<file path="src/rtl/mips_fetch_unit_if.sv">
// mips_fetch_unit_if: memory req/ack and core valid/ready bundle.
// master = fetch unit side, slave = memory/core side.
interface mips_fetch_unit_if;
  logic        imem_req;
  logic [31:0] imem_addr;
  logic        imem_ack;
  logic [31:0] imem_rdata;
  logic        instr_valid;
  logic        instr_ready;
  logic [31:0] instr;
  logic [31:0] instr_pc;

  modport master (
    output imem_req, imem_addr,
    input  imem_ack, imem_rdata,
    output instr_valid, instr, instr_pc,
    input  instr_ready
  );

  modport slave (
    input  imem_req, imem_addr,
    output imem_ack, imem_rdata,
    input  instr_valid, instr, instr_pc,
    output instr_ready
  );
endinterface

</file>
<file path="src/rtl/mips_fetch_unit.sv">
// mips_fetch_unit: single-outstanding fetch FSM + prefetch FIFO.
// Define FETCH_NOP_FILTER_EN to drop all-zero (sll $0,$0,0) words.
module mips_fetch_unit #(
  parameter int          DEPTH    = 4,
  parameter logic [31:0] RESET_PC = 32'h0000_0000
) (
  input  logic             clk,
  input  logic             rst_n,
  input  logic             run,
  input  logic             redirect,
  input  logic [31:0]      redirect_pc,
  mips_fetch_unit_if.master bus,
  output logic             busy
);
  localparam int AW = (DEPTH > 1) ? $clog2(DEPTH) : 1;
  localparam int CW = AW + 1;
  localparam logic [CW-1:0] DEPTH_C = CW'(DEPTH);
  localparam logic [CW-1:0] CNT_ONE = CW'(1);
  localparam logic [AW-1:0] PTR_ONE = AW'(1);

  localparam logic [1:0] S_IDLE = 2'd0;
  localparam logic [1:0] S_PEND = 2'd1;
  localparam logic [1:0] S_DISC = 2'd2;

  logic [1:0]    state_q, state_d;
  logic [31:0]   fetch_pc_q, fetch_pc_d;
  logic [31:0]   addr_q, addr_d;
  logic [31:0]   data_q [DEPTH];
  logic [31:0]   pc_q [DEPTH];
  logic [AW-1:0] wr_ptr_q, rd_ptr_q;
  logic [CW-1:0] count_q, count_nx;
  logic [31:0]   redir_pc, pc_inc;
  logic          ack_kept, push, pop;
  logic          unused_lsb;

  assign unused_lsb = ^redirect_pc[1:0];
  assign redir_pc   = {redirect_pc[31:2], 2'b00};
  assign pc_inc     = fetch_pc_q + 32'd4;
  assign pop        = bus.instr_valid && bus.instr_ready;
  assign ack_kept   = (state_q == S_PEND) && bus.imem_ack && !redirect;

`ifdef FETCH_NOP_FILTER_EN
  assign push = ack_kept && (bus.imem_rdata != 32'h0000_0000);
`else
  assign push = ack_kept;
`endif

  assign count_nx = count_q + (push ? CNT_ONE : '0)
                            - (pop  ? CNT_ONE : '0);

  assign bus.imem_req    = (state_q != S_IDLE);
  assign bus.imem_addr   = addr_q;
  assign bus.instr_valid = (count_q != '0);
  assign bus.instr       = data_q[rd_ptr_q];
  assign bus.instr_pc    = pc_q[rd_ptr_q];
  assign busy            = bus.imem_req || bus.instr_valid;

  // Request FSM: issue, keep or drop responses, follow redirects.
  always_comb begin
    state_d    = state_q;
    fetch_pc_d = fetch_pc_q;
    addr_d     = addr_q;
    case (state_q)
      S_IDLE: begin
        if (redirect) begin
          fetch_pc_d = redir_pc;
        end else if (run && count_q < DEPTH_C) begin
          state_d = S_PEND;
          addr_d  = fetch_pc_q;
        end
      end
      S_PEND: begin
        if (redirect) begin
          fetch_pc_d = redir_pc;
          state_d    = bus.imem_ack ? S_IDLE : S_DISC;
        end else if (bus.imem_ack) begin
          fetch_pc_d = pc_inc;
          if (run && count_nx < DEPTH_C) begin
            state_d = S_PEND;
            addr_d  = pc_inc;
          end else begin
            state_d = S_IDLE;
          end
        end
      end
      S_DISC: begin
        if (redirect) fetch_pc_d = redir_pc;
        if (bus.imem_ack) state_d = S_IDLE;
      end
      default: state_d = S_IDLE;
    endcase
  end

  // FSM, fetch PC and request address registers.
  always_ff @(posedge clk or negedge rst_n) begin
    if (!rst_n) begin
      state_q    <= S_IDLE;
      fetch_pc_q <= RESET_PC;
      addr_q     <= RESET_PC;
    end else begin
      state_q    <= state_d;
      fetch_pc_q <= fetch_pc_d;
      addr_q     <= addr_d;
    end
  end

  // Prefetch FIFO: push kept words, pop on handshake, flush on redirect.
  always_ff @(posedge clk or negedge rst_n) begin
    if (!rst_n) begin
      wr_ptr_q <= '0;
      rd_ptr_q <= '0;
      count_q  <= '0;
      for (int i = 0; i < DEPTH; i++) begin
        data_q[i] <= '0;
        pc_q[i]   <= '0;
      end
    end else if (redirect) begin
      wr_ptr_q <= '0;
      rd_ptr_q <= '0;
      count_q  <= '0;
    end else begin
      if (push) begin
        data_q[wr_ptr_q] <= bus.imem_rdata;
        pc_q[wr_ptr_q]   <= addr_q;
        wr_ptr_q         <= wr_ptr_q + PTR_ONE;
      end
      if (pop) rd_ptr_q <= rd_ptr_q + PTR_ONE;
      count_q <= count_nx;
    end
  end
endmodule

</file>
<file path="src/flat_wrapper.sv">
// flat-port wrapper written by rule: the top's interface ports become plain ports
module mips_fetch_unit_flat 
#(
  parameter int          DEPTH    = 4,
  parameter logic [31:0] RESET_PC = 32'h0000_0000
)
  (clk, rst_n, run, redirect, redirect_pc, busy, bus_imem_req, bus_imem_addr, bus_imem_ack, bus_imem_rdata, bus_instr_valid, bus_instr, bus_instr_pc, bus_instr_ready);
  mips_fetch_unit_if bus_i ();
  input  logic clk;
  input  logic rst_n;
  input  logic run;
  input  logic redirect;
  input  logic [31:0] redirect_pc;
  output logic busy;
  output wire logic [$bits(bus_i.imem_req)-1:0] bus_imem_req;
  output wire logic [$bits(bus_i.imem_addr)-1:0] bus_imem_addr;
  input wire logic [$bits(bus_i.imem_ack)-1:0] bus_imem_ack;
  input wire logic [$bits(bus_i.imem_rdata)-1:0] bus_imem_rdata;
  output wire logic [$bits(bus_i.instr_valid)-1:0] bus_instr_valid;
  output wire logic [$bits(bus_i.instr)-1:0] bus_instr;
  output wire logic [$bits(bus_i.instr_pc)-1:0] bus_instr_pc;
  input wire logic [$bits(bus_i.instr_ready)-1:0] bus_instr_ready;
  assign bus_imem_req = bus_i.imem_req;
  assign bus_imem_addr = bus_i.imem_addr;
  assign bus_i.imem_ack = bus_imem_ack;
  assign bus_i.imem_rdata = bus_imem_rdata;
  assign bus_instr_valid = bus_i.instr_valid;
  assign bus_instr = bus_i.instr;
  assign bus_instr_pc = bus_i.instr_pc;
  assign bus_i.instr_ready = bus_instr_ready;
  mips_fetch_unit #(.DEPTH(DEPTH), .RESET_PC(RESET_PC)) u_core (.clk(clk), .rst_n(rst_n), .run(run), .redirect(redirect), .redirect_pc(redirect_pc), .bus(bus_i), .busy(busy));
endmodule
</file>
<file path="config.mk">
export PLATFORM = sky130hd
export DESIGN_NAME = mips_fetch_unit_flat
export DESIGN_NICKNAME = d
export VERILOG_FILES = /design/src/rtl/mips_fetch_unit_if.sv /design/src/rtl/mips_fetch_unit.sv /design/src/flat_wrapper.sv
export SDC_FILE = /design/constraint.sdc
export NUM_CORES = 1
export LEC_CHECK = 0
export ABC_AREA = 1
export BUFFER_PORTS_ARGS = -buffer_cell sky130_fd_sc_hd__clkbuf_2
export CAP_MARGIN = 20
export CORE_UTILIZATION = 51
export DETAILED_ROUTE_END_ITERATION = 7
export PLACE_DENSITY = 0.74
export SLEW_MARGIN = 20
export SYNTH_ARGS = -nofsm -noshare
export SYNTH_HDL_FRONTEND = slang
export SYNTH_SLANG_ARGS = --single-unit
</file>
<file path="constraint.sdc">
create_clock -name clk -period 2.4 [get_ports clk]
set_clock_uncertainty 0.1 [all_clocks]
set_input_delay 0.12 -clock clk [delete_from_list [all_inputs] [get_ports clk]]
set_output_delay 0.12 -clock clk [all_outputs]
set_load 0.01 [all_outputs]
</file>
Word level (Yosys, flattened, before mapping)
Cells that the tools add are included.
Cells by class
  $add $sub $neg: 5
  magnitude comparators: 5
  equal/unequal tests: 10
  multiplexer cells: 35
  bitwise logic cells: 3
  reductions and logical operators: 20
Operators with widths (number)
  2-to-1 mux 32 bit: 13
  bitwise mux 128 bit: 2
  binary-select mux 32 bit (select 2 bit): 2
  one-hot mux 32 bit (2 select lines): 2
  demux 32 bit (select 2 bit): 1
  adder 32 x 3 -> 32 bit (second input constant): 1
  2-to-1 mux 2 bit: 10
  != test 2 bit (second input constant): 5
  nonzero test 2 bit: 5
  >= comparator 3 bit (second input constant): 2
  logical AND 1 bit: 6
  less-than comparator 3 bit (second input constant): 2
  inverter 2 -> 3 bit: 2
  one-hot mux 2 bit (3 select lines): 1
  AND reduction 6 bit: 1
  adder 2 x 1 -> 2 bit (second input constant): 2
  != test 2 x 1 -> 1 bit (second input constant): 2
  AND reduction 4 bit: 1
  adder 3 bit: 1
  less-than comparator 3 x 1 -> 1 bit (second input constant): 1
  2-to-1 mux 1 bit: 3
  2-to-1 mux 3 bit: 1
  != test 3 bit (second input constant): 1
  AND reduction 3 bit: 1
  10 further kinds: 10
Word-level totals
  flip-flop bits (word level): 329
  output and inout bits: 99
  logic and storage cells: 92

Longest topological paths before layout
Gate-level depths: netlist (run 1).
  word-level depth: 12
  mapped depth: 18
  depth with buffers taken out: 17

Least setup slack after synthesis (run 1)
OpenSTA, ideal clock, no wires.
  path type: reg-to-reg
  start point: register u_core.count_q[1]
  end point: register u_core.addr_q[10], in the netlist u_core.bus.imem_addr[10]
  data arrival time: 2.418 ns
  data required time: 2.173 ns
  path slack: -0.245 ns
  stages on the path, launching flop included: 16
  period minus slack after synthesis: 2.645 ns
  cells stage by stage: dfrtp_1 inv_1 nand3_1 and2_1 ha_1 inv_1 ha_1 inv_1 fa_1 inv_1 nand3_1 nand2_1 nand2_1 a21oi_2 buf_2 o21ai_0
Between the ends
  longest elaborated chain between the ends: 8
  elaborated cells between the ends (all ways): 12
  those cells by class: add/sub (2); order compare (2); eq/ne (2); mux (1); reduce/logical (5)
RTL lines
  start: declaration: RTL line mips_fetch_unit.sv:31  | logic [CW-1:0] count_q, count_nx;
  start signal: assignment: RTL line mips_fetch_unit.sv:128  | count_q <= count_nx;
  nonzero test 3 bit: RTL line mips_fetch_unit.sv:53  | assign bus.instr_valid = (count_q != '0);
  net bus_instr_valid: RTL line flat_wrapper.sv:19  | output wire logic [$bits(bus_i.instr_valid)-1:0] bus_instr_valid;
  logical AND 1 bit: RTL line mips_fetch_unit.sv:39  | assign pop = bus.instr_valid && bus.instr_ready;
  2-to-1 mux 1 bit: RTL line mips_fetch_unit.sv:49  | - (pop ? CNT_ONE : '0);
  subtractor 3 bit: RTL line mips_fetch_unit.sv:49
  less-than comparator 3 bit: RTL line mips_fetch_unit.sv:78  | if (run && count_nx < DEPTH_C) begin
  logical AND 1 bit: RTL line mips_fetch_unit.sv:78
  != test 2 bit (no source line)
  AND reduction 6 bit (no source line)
  end signal: assignment: RTL line mips_fetch_unit.sv:103  | addr_q <= addr_d;
  end: declaration: RTL line mips_fetch_unit.sv:27  | logic [31:0] addr_q, addr_d;
The timed path passes the listed nets, and every way through them passes these cells.
A chain may end at the register's enable or synchronous reset.

Worst setup path in the final report (run 1)
  start point: register u_core.count_q[2]
  end point: register u_core.addr_q[4], in the netlist u_core.bus.imem_addr[4]
Between the ends
  longest elaborated chain between the ends: 8
  elaborated cells between the ends (all ways): 12
  those cells by class: add/sub (2); order compare (2); eq/ne (2); mux (1); reduce/logical (5)
RTL lines
  branches (longest 7 deep; another with adder 3 bit)
  AND reduction 6 bit (no source line) *
Every way passes the cells marked *.

==> results of run 1 <==
layer usage:
| layer | up-vias | wire length (microns) | track usage (%) |
|---|---|---|---|
| li1 | 6556 | - | - |
| met1 | 6522 | 17400 | 35.5 |
| met2 | 508 | 19300 | 44.1 |
| met3 | 76 | 2740 | 3.55 |
| met4 | 0 | 1200 | 9.50 |
| met5 | - | 0 | 0 |
cells by family after synthesis:
group                    synth area share [%]
AND/OR/NAND/NOR                          21.3
AO/OA/AOI/OAI                            17.3
flip-flops                               52.8
buffers and inverters                    7.66
adder cells (fa/ha/maj)                 0.716
XOR/XNOR                                0.233
other                                  0.0249
cell type report:
type / count / area, sq um
repair buffers: 279 / 2090
multi-input cells: 1329 / 6300
well taps: 384 / 480
flip-flops and latches: 317 / 7940
inverters: 119 / 458
clock buffers: 50 / 1020
fillers: 2456 / 10400
clock inverters: 12 / 185
flip-flops by register name, indices dropped and copies added (netlist names):
register and count:
u_core.data_q 128, u_core.fetch_pc_q 30, u_core.wr_ptr_q 2, u_core.pc_q 120, u_core.count_q 3, u_core.rd_ptr_q 2, u_core.bus.imem_addr 30, u_core.state_q 2
repair_timing:
item	4_1_cts	5_1_grt
pin swaps	5	6
hold endpoints to repair	234	0
cloned	5	2
hold buffers	65	0
buffers inserted	3	3
endpoints found under the setup margin	32	32
resized for setup	27	36
power by group:
group | switching [uW] | internal [uW]
sequential | 1160 | 6820
combinational | 5200 | 3080
clock | 2090 | 3510
cell usage in the layout, fill, tap and decap left out, types with 10 or more instances in the layout:
master                          netlist  layout
sky130_fd_sc_hd__nand2_1            487     474
sky130_fd_sc_hd__dfrtp_1            317     315
sky130_fd_sc_hd__o21ai_1            236     237
sky130_fd_sc_hd__nor2_1             240     227
sky130_fd_sc_hd__o21ai_0            169     163
sky130_fd_sc_hd__clkbuf_2             0     161
sky130_fd_sc_hd__inv_1              116     108
sky130_fd_sc_hd__o22ai_1             67      66
sky130_fd_sc_hd__nand3_1             75      65
sky130_fd_sc_hd__dlygate4sd3_1        0      65
sky130_fd_sc_hd__clkbuf_16            0      38
sky130_fd_sc_hd__buf_4                4      33
sky130_fd_sc_hd__buf_12               0      15
sky130_fd_sc_hd__o21ai_2              8      13
sky130_fd_sc_hd__nand3_2              0      10
sky130_fd_sc_hd__a21oi_1             10      10
through the flow:
step	util [%]	total power, uW	cells	hold slack [ns]	worst slack (ns)
finish	64.1	21900	2490	0.0577	-0.0645
global route	64.1	23200	2490	0.0847	-0.169
CTS	63.4	21500	2485	0.0478	-0.0272
detailed placement	56.3	15400	2350	0.0560	-0.156
global placement	56.3	15200	2350	0.0520	-0.0504
floorplan	-	12600	1881	-0.276	-0.105
synthesized netlist by cell type:
master | count | share of area [%]
sky130_fd_sc_hd__fa_1 | 1 | 0.13
sky130_fd_sc_hd__ha_1 | 7 | 0.58
sky130_fd_sc_hd__nor3_1 | 1 | 0.033
sky130_fd_sc_hd__a21oi_2 | 1 | 0.058
sky130_fd_sc_hd__buf_6 | 28 | 2.1
sky130_fd_sc_hd__a21oi_1 | 10 | 0.33
sky130_fd_sc_hd__xor2_1 | 3 | 0.17
sky130_fd_sc_hd__o21ai_2 | 8 | 0.47
sky130_fd_sc_hd__conb_1 | 1 | 0.025
sky130_fd_sc_hd__nor3_4 | 1 | 0.11
sky130_fd_sc_hd__nand4_1 | 1 | 0.042
sky130_fd_sc_hd__o22ai_1 | 67 | 2.8
sky130_fd_sc_hd__nand2_1 | 487 | 12
sky130_fd_sc_hd__inv_1 | 116 | 2.9
sky130_fd_sc_hd__clkinv_1 | 1 | 0.025
sky130_fd_sc_hd__a31oi_1 | 1 | 0.042
sky130_fd_sc_hd__nand3b_1 | 1 | 0.050
sky130_fd_sc_hd__nand3_1 | 75 | 2.5
sky130_fd_sc_hd__and2_1 | 2 | 0.083
sky130_fd_sc_hd__nand2_4 | 4 | 0.30
sky130_fd_sc_hd__inv_2 | 2 | 0.050
sky130_fd_sc_hd__xnor2_1 | 1 | 0.058
sky130_fd_sc_hd__nor2_1 | 240 | 6.0
sky130_fd_sc_hd__o21ai_0 | 169 | 5.6
sky130_fd_sc_hd__clkbuf_1 | 66 | 1.6
sky130_fd_sc_hd__o21ai_1 | 236 | 7.9
sky130_fd_sc_hd__a22oi_1 | 2 | 0.10
sky130_fd_sc_hd__buf_4 | 4 | 0.20
sky130_fd_sc_hd__buf_2 | 21 | 0.70
sky130_fd_sc_hd__nand2_2 | 2 | 0.083
sky130_fd_sc_hd__dfrtp_1 | 317 | 53
sky130_fd_sc_hd__buf_1 | 2 | 0.050
worst max-delay path, cell delays in order (launching register included):
cell                      delay, ns
sky130_fd_sc_hd__dfrtp_1       0.39
sky130_fd_sc_hd__inv_2         0.07
sky130_fd_sc_hd__nand3_2       0.08
sky130_fd_sc_hd__and2_4        0.16
sky130_fd_sc_hd__ha_4          0.22
sky130_fd_sc_hd__inv_4         0.05
sky130_fd_sc_hd__ha_4          0.11
sky130_fd_sc_hd__inv_2         0.03
sky130_fd_sc_hd__fa_2          0.34
sky130_fd_sc_hd__inv_2         0.06
sky130_fd_sc_hd__nand3_2       0.07
sky130_fd_sc_hd__nand2_2       0.09
sky130_fd_sc_hd__nand2_4       0.09
sky130_fd_sc_hd__a21oi_4       0.18
sky130_fd_sc_hd__buf_4         0.19
sky130_fd_sc_hd__nand2_1       0.07
sky130_fd_sc_hd__o21ai_0       0.07
worst min-delay path by stage:
stage / startpoint / slack [ns] / end
2_1_floorplan: rst_n / -0.28 / u_core.bus.imem_addr[10]
4_1_cts: bus_instr_ready / 0.05 / u_core.rd_ptr_q[0]
3_5_place_dp: rst_n / 0.06 / u_core.data_q[27]
5_1_grt: bus_instr_ready / 0.08 / u_core.rd_ptr_q[0]
6_report: bus_instr_ready / 0.06 / u_core.rd_ptr_q[0]
3_3_place_gp: rst_n / 0.05 / u_core.data_q[27]
==> results.yml, run 1 <==
synthesis:
  ys_warn_count: 0
  ys_types: 32
  cells_after_synth: 1878
  area_of_the_mapped_netlist_sq_um: 15000
  ys_seq_area_share_pct: 52.8
  ys_seq_elements: 317
  post_synth.cell_area_avg_sq_um: 8.01
worst_setup_path:
  cp_data_required_time_ns: 2.72
  r2r_setup_slk_ns: -0.06
  timing.critical_path.from: "u_core.count_q[2]"
  cp-endpoint: "u_core.bus.imem_addr[4]"
  timing.reg2reg.worst_path_depth: 16
  arrival_ns: 2.78
  worst_r2r_startpoint: "u_core.count_q[2]"
  worstSetupPathType: "reg -> reg"
  regToRegEndpoint: "u_core.bus.imem_addr[4]"
  critical_path_sink_type: "register"
  critical_path_peak_fanout: 8
  setup.worst_path.start_class: "register"
finish:
  drive_gt1_share_pct: 16.5
  area.growth.synth_to_final_pct: 22.9
  antenna_cells_inserted: 0
  final_area_sq_um: 18500
  design.final.nets: 2159
outcome:
  status: "complete, but fails checks"
  violations: "negative setup slack"
clocking:
  cts_sinks: 317
  tritoncts: "yes"
  clockRootBuffer: "sky130_fd_sc_hd__clkbuf_16"
  clockBufferDepth: 3
  clk_pin_slew_worst_paths_ns: 0.06
  clock_network_latency_to_the_later_pin_of_the_worst_skew_pair_ns: 0.50
  cts_max_level: 2
  cts-buffers-inserted: 35
grt:
  grt_first_pass_wirelength_microns: 65000
  global_route_usage_over_all_layers_pct: 26.5
  grt.overflow.total: 0
  largest_net_degree_at_the_start_of_global_routing: 127
  initial_antenna_violation_count: 0
  number_of_global_route_vias_before_repair: 13000
floorplanning:
  initial_utilization_pct: 52.1
  top_level_ports: 169
  die_outline_area_sq_um: 30200
  std_cell_rows: 62
  chipHeight_microns: 174
  die_width_microns: 174
  floorplan.core_area_sq_um: 28900
placed_design:
  place_congestion: 0.951
  port-buffer-count: 162
  dp_hpwl_microns: 24500
  postPlaceCellArea_sq_um: 16200
drt:
  drtIter0Drc: 1193
  drt.antenna.violating_nets: 0
  post_drt_wl_per_cell_microns: 16.3
  drt_pass1_iterations: 7
  drc_errors: 0
  route.detailed.vias_per_inst: 5.49
  num_vias: 13700
  drt_wl_total_microns: 40600
sta:
  max_clock_freq_mhz: 406
  maxSlewViolCount: 0
  fin_ws_ns: -0.0645
  worst_slew_pin_slew_ns: 0.658
  layout_worst_path_cycle_share_pct: 103
  finalHoldViolCount: 0
  setup_violations: 29
  setup_repair_after_global_routing_missed_its_margin: "true"
  finalCriticalPeriod_ns: 2.46
  finalSetupTns_ns: -0.911
  timing.max_slew.rel_slack_pct: 56.2
power:
  power_density_nw_per_um2: 1180
  total_leakage_power_uw: 0.00898
  irDropWorstVdd_v: 0.000622
worst_hold_path:
  holdCritPathClass: "in -> reg"
  min_path_cells: 5
job:
  max_cap_violations: 0
Note: power is estimated with default switching activity, not from simulation.
==> run 2: changes to the inputs <==
- clock period: 2.4 -> 2 ns (I/O delays scaled with it)
==> results.yml, run 2 (same netlist as run 1, synthesis figures left out) <==
outcome:
  status: "complete, but fails checks"
  violations: "negative setup slack"
clocking:
  clockBufferDepth: 3
  clock_network_latency_to_the_later_pin_of_the_worst_skew_pair_ns: 0.51
  cts-buffers-inserted: 36
  cts_max_level: 2
  cts_sinks: 317
  clk_pin_slew_worst_paths_ns: 0.05
  tritoncts: "yes"
  clockRootBuffer: "sky130_fd_sc_hd__clkbuf_16"
power:
  power.internal_uw: 17800
  power_frac_seq_pct: 33.4
  net-switching-power_uw: 11600
  comb_pwr_share_pct: 43.7
  swShare_pct: 39.4
  clkPwrFrac_pct: 22.9
  irDropWorstVdd_v: 0.00101
  total_leakage_power_uw: 0.00963
  power_density_nw_per_um2: 1450
worst_setup_path:
  setup.worst_path.start_class: "register"
  r2r_setup_slk_ns: -0.45
  cell_breakdown_of_the_critical_path: "inv_2 -> nand3_2 -> and2_4 -> ha_4 -> inv_4 -> ha_4 -> inv_2 -> fa_2 -> inv_2 -> nand3_2 -> nand2_2 -> nand2_4 -> a21oi_4 -> buf_6 -> nand2_2 -> o21ai_2"
  critical_path.max_stage_delay_ns: 0.38
  arrival_ns: 2.78
  regToRegEndpoint: "u_core.bus.imem_addr[6]"
  critical_path.slowest_cell: "sky130_fd_sc_hd__dfrtp_1"
  cp_data_required_time_ns: 2.33
  worstSetupPathType: "reg -> reg"
  critical_path_sink_type: "register"
  timing.reg2reg.worst_path_depth: 16
  worst_r2r_startpoint: "u_core.count_q[1]"
  timing.critical_path.from: "u_core.count_q[1]"
  critical_path_peak_fanout: 8
  critPathMostFrequentCell: "sky130_fd_sc_hd__inv_2"
sta:
  max_clock_freq_mhz: 408
  maxSlewViolCount: 0
  hold_slack_ns: 0.00783
  fin_ws_ns: -0.453
  worst_slew_pin_slew_ns: 0.569
  setup_violations: 87
  setup_repair_after_global_routing_missed_its_margin: "true"
  layout_worst_path_cycle_share_pct: 123
  finalCriticalPeriod_ns: 2.45
  timing.max_slew.rel_slack_pct: 62.0
  finalSetupTns_ns: -19.12
  finalHoldViolCount: 0
drt:
  route.detailed.vias_per_inst: 5.58
  drt.antenna.violating_nets: 0
  num_vias: 14100
  top_signal_layer_used: "met4"
  drt_wl_total_microns: 45400
  drc_errors: 0
  wl_met2_microns: 22100
  post_drt_wl_per_cell_microns: 17.9
  routedLengthMet1_microns: 18700
  drt_pass1_iterations: 6
  detailroute.wirelength.met3_microns: 3210
  drtIter0Drc: 1307
floorplanning:
  initial_utilization_pct: 52.1
  chipHeight_microns: 174
  std_cell_rows: 62
  floorplan.core_area_sq_um: 28900
  die_width_microns: 174
  die_outline_area_sq_um: 30200
  top_level_ports: 169
finish:
  design.final.nets: 2204
  drive_gt1_share_pct: 25.2
  regMostFlops: "u_core.data_q"
  layout.cells.non_filler: 2532
  largest_register_ffs: 128
  layout_commonest_cell: "sky130_fd_sc_hd__nand2_1"
  antenna_cells_inserted: 0
  area.growth.synth_to_final_pct: 35.1
  layout_common_cells: "sky130_fd_sc_hd__nand2_1, sky130_fd_sc_hd__dfrtp_1, sky130_fd_sc_hd__o21ai_1"
  finish.utilization_pct: 70.4
  biggest_regs: "u_core.data_q (128), u_core.pc_q (120)"
placed_design:
  port-buffer-count: 162
  dp_slack_ns: -0.578
  place_congestion: 0.938
  dpl.cell_count: 2367
  dp_hpwl_microns: 24700
grt:
  global_route_usage_over_all_layers_pct: 30.2
  grt.overflow.total: 0
  initial_antenna_violation_count: 0
  number_of_global_route_vias_before_repair: 13900
  largest_net_degree_at_the_start_of_global_routing: 93
  grt_first_pass_wirelength_microns: 73000
worst_hold_path:
  holdCritPathClass: "in -> async"
job:
  max_cap_violations: 0
[run 2: cell types whose count changed in the layout (fill, tap and decap cells not counted), moves of 16 or more]
| cell | before | now |
|---|---|---|
| sky130_fd_sc_hd__buf_12 | 15 | 32 |
| sky130_fd_sc_hd__buf_2 | 0 | 27 |
| sky130_fd_sc_hd__buf_6 | 2 | 18 |
| sky130_fd_sc_hd__clkbuf_2 | 161 | 123 |
| sky130_fd_sc_hd__nor2_1 | 227 | 168 |
| sky130_fd_sc_hd__nor2_4 | 5 | 56 |
| sky130_fd_sc_hd__o21ai_0 | 163 | 96 |
| sky130_fd_sc_hd__o21ai_1 | 237 | 255 |
| sky130_fd_sc_hd__o21ai_2 | 13 | 48 |
| sky130_fd_sc_hd__o22ai_1 | 66 | 26 |
| sky130_fd_sc_hd__o22ai_2 | 1 | 41 |
[run 2: critical path, delay by kind of cell, from the launching register on]
family	cells	cell delay [ns]
fa+ha+maj	3	0.67
simple gates	6	0.53
buf+inv	5	0.40
flops	1	0.38
compound gates	2	0.29
[run 2: metal layers]
| metal | global-route usage (%) | vias up |
|---|---|---|
| met5 | 0 | - |
| met4 | 10.3 | 0 |
| met3 | 4.78 | 97 |
| met2 | 50.9 | 558 |
| met1 | 39.8 | 6821 |
| li1 | - | 6664 |
[run 2: layout make-up]
class / count / area (sq um)
Clock inverter: 11 / 155
Tap cell: 384 / 480
Timing Repair Buffer: 325 / 3040
Sequential cell: 317 / 7940
Fill cell: 2165 / 8540
Inverter: 119 / 464
Clock buffer: 49 / 1040
Multi-Input combinational cell: 1327 / 7200
[run 2: metrics by stage]
stage	total power (uW)	cell area, sq um
2_1_floorplan	15100	15100
3_3_place_gp	18500	16400
3_5_place_dp	18700	16400
4_1_cts	28400	19800
5_1_grt	31100	20300
6_report	29400	20300
[run 2: worst max-delay path by stage]
stage,endpoint,slack (ns),cells past startpoint
after global routing,u_core.bus.imem_addr[6],-0.57,16
after CTS,u_core.bus.imem_addr[18],-0.44,16
after detailed placement,u_core.bus.imem_addr[23],-0.58,17
after floorplan,u_core.bus.imem_addr[3],-0.50,13
final,u_core.bus.imem_addr[6],-0.45,16
after global placement,u_core.bus.imem_addr[30],-0.46,17
[run 2: repair_timing]
item | in CTS | in global routing
buffers inserted | 16 | 13
endpoints found under the setup margin | 93 | 91
resized for setup | 281 | 167
cloned | 19 | 3
hold buffers | 65 | 0
pin swaps | 118 | 56
hold endpoints to repair | 479 | 0
[run 2: power groups by stage]
stage / Sequential [uW] / Combinational (uW) / Clock, uW
after detailed placement: 9540 / 9200 / 0
after global placement: 9510 / 8990 / 0
after CTS: 9690 / 11900 / 6780
final: 9830 / 12800 / 6730
after global routing: 10000 / 14000 / 7060
after floorplan: 9270 / 5860 / 0
==> run 3: changes to the inputs <==
- SETUP_SLACK_MARGIN: unset -> 0.1
==> results.yml, run 3 (same netlist as run 1, synthesis figures left out) <==
outcome:
  status: "complete, but fails checks"
  violations: "negative setup slack"
worst_setup_path:
  worst_r2r_startpoint: "u_core.count_q[2]"
  critPathMostFrequentCell: "sky130_fd_sc_hd__inv_2"
  critical_path_peak_fanout: 8
  cp_data_required_time_ns: 2.34
  setup.worst_path.start_class: "register"
  critical_path_sink_type: "register"
  arrival_ns: 2.83
  timing.reg2reg.worst_path_depth: 16
  critical_path.max_stage_delay_ns: 0.38
  r2r_setup_slk_ns: -0.49
  critical_path.slowest_cell: "sky130_fd_sc_hd__dfrtp_1"
  timing.critical_path.buf_inv: 5
  worstSetupPathType: "reg -> reg"
  critical-path-top-delay-family: "adder cells"
  regToRegEndpoint: "u_core.bus.imem_addr[8]"
  cell_breakdown_of_the_critical_path: "inv_2 -> nand3_2 -> and2_4 -> ha_4 -> inv_2 -> ha_4 -> inv_2 -> fa_2 -> inv_2 -> nand3_2 -> nand2_2 -> nand2_4 -> a21oi_4 -> buf_6 -> nand2_4 -> o21ai_2"
power:
  comb_pwr_share_pct: 45.1
  power_frac_seq_pct: 33.4
  power.internal_uw: 17700
  total_leakage_power_uw: 0.00972
  power_density_nw_per_um2: 1440
  irDropWorstVdd_v: 0.000862
  clkPwrFrac_pct: 21.5
  design_power_total_uw: 29700
  swShare_pct: 40.5
  net-switching-power_uw: 12000
finish:
  drive_gt1_share_pct: 27.4
  layout_commonest_cell: "sky130_fd_sc_hd__nand2_1"
  layout_common_cells: "sky130_fd_sc_hd__nand2_1, sky130_fd_sc_hd__dfrtp_1, sky130_fd_sc_hd__o21ai_1"
  final_area_sq_um: 20600
  largest_register_ffs: 128
  design.final.nets: 2210
  biggest_regs: "u_core.data_q (128), u_core.pc_q (120)"
  regMostFlops: "u_core.data_q"
  area.growth.synth_to_final_pct: 37.0
  antenna_cells_inserted: 0
floorplanning:
  top_level_ports: 169
  std_cell_rows: 62
  die_width_microns: 174
  chipHeight_microns: 174
  initial_utilization_pct: 52.1
  die_outline_area_sq_um: 30200
  floorplan.core_area_sq_um: 28900
clocking:
  clockBufferDepth: 3
  cts_sinks: 317
  clk_pin_slew_worst_paths_ns: 0.06
  clockRootBuffer: "sky130_fd_sc_hd__clkbuf_16"
  tritoncts: "yes"
  cts-buffers-inserted: 35
  cts_max_level: 2
  clock_network_latency_to_the_later_pin_of_the_worst_skew_pair_ns: 0.51
drt:
  top_signal_layer_used: "met4"
  drt.antenna.violating_nets: 0
  drt_wl_total_microns: 49000
  post_drt_wl_per_cell_microns: 19.3
  routedLengthMet1_microns: 19700
  num_vias: 14600
  drtIter0Drc: 1505
  wl_met2_microns: 23800
  route.detailed.vias_per_inst: 5.74
  drc_errors: 0
  drt_pass1_iterations: 5
  detailroute.wirelength.met3_microns: 3620
grt:
  grt.overflow.total: 0
  initial_antenna_violation_count: 0
  number_of_global_route_vias_before_repair: 14100
  global_route_usage_over_all_layers_pct: 30.9
  grt_first_pass_wirelength_microns: 74500
  largest_net_degree_at_the_start_of_global_routing: 125
job:
  max_cap_violations: 0
sta:
  timing.max_slew.rel_slack_pct: 48.1
  fin_ws_ns: -0.487
  finalHoldViolCount: 0
  maxSlewViolCount: 0
  worst_slew_pin_slew_ns: 0.777
  setup_repair_after_global_routing_missed_its_margin: "true"
  layout_worst_path_cycle_share_pct: 124
  setup_violations: 94
  max_clock_freq_mhz: 402
  finalCriticalPeriod_ns: 2.49
placed_design:
  port-buffer-count: 162
  dp_hpwl_microns: 23800
  place_congestion: 0.979
  postPlaceCellArea_sq_um: 16300
worst_hold_path:
  holdCritPathClass: "in -> async"
==> run 3: worst max-delay path by stage <==
stage                      startpoint                       end  slack (ns)  depth (start not counted)
floorplan           u_core.state_q[1]   u_core.bus.imem_addr[3]       -0.50                         13
global placement    u_core.count_q[2]  u_core.bus.imem_addr[31]       -0.45                         16
detailed placement  u_core.count_q[2]  u_core.bus.imem_addr[24]       -0.59                         17
CTS                 u_core.count_q[1]  u_core.bus.imem_addr[19]       -0.47                         17
global route        u_core.count_q[2]  u_core.bus.imem_addr[18]       -0.59                         16
finish              u_core.count_q[2]   u_core.bus.imem_addr[8]       -0.49                         16
==> run 3: layout make-up <==
cell class,count,area (sq um)
clock buffers,52,1060
clock inverters,8,67.6
fillers,2087,8260
inverters,119,462
multi-input cells,1328,7430
flip-flops and latches,317,7940
well taps,384,480
repair buffers,330,3140
repair inverters,1,16.3
==> run 3: layer usage <==
layer,vias to the layer above,GRT usage (%)
li1,6676,-
met1,7081,41.0
met2,676,51.6
met3,137,4.63
met4,0,11.2
met5,-,0
==> run 3: power groups by stage <==
| stage | Clock (uW) | Combinational, uW | Sequential (uW) |
|---|---|---|---|
| floorplan | 0 | 5860 | 9270 |
| global placement | 0 | 8930 | 9510 |
| detailed placement | 0 | 9160 | 9560 |
| CTS | 6430 | 12100 | 9620 |
| global route | 6690 | 14400 | 10100 |
| finish | 6390 | 13400 | 9920 |
==> run 3: per-stage QoR <==
| step | cells | util (%) | hold WS (ns) | setup TNS (ns) | setup slack, ns |
|---|---|---|---|---|---|
| 2_1_floorplan | 1881 | - | -0.296 | -14.26 | -0.505 |
| 5_1_grt | 2539 | 71.4 | 0.0790 | -25.79 | -0.589 |
| 4_1_cts | 2533 | 68.5 | 0.0372 | -22.03 | -0.472 |
| 3_3_place_gp | 2356 | 56.6 | -0.0109 | -12.88 | -0.450 |
| 6_report | 2539 | 71.4 | 0.0423 | -19.68 | -0.487 |
| 3_5_place_dp | 2356 | 56.6 | -0.0112 | -16.65 | -0.586 |
==> run 3: what timing repair did <==
item                       CTS  global route
buffers inserted            25             7
hold buffers                66             0
pin swaps                  109            92
gates cloned                26             8
hold endpoints to repair   481             0
gates resized for setup    270           293
setup endpoints to repair   98           132
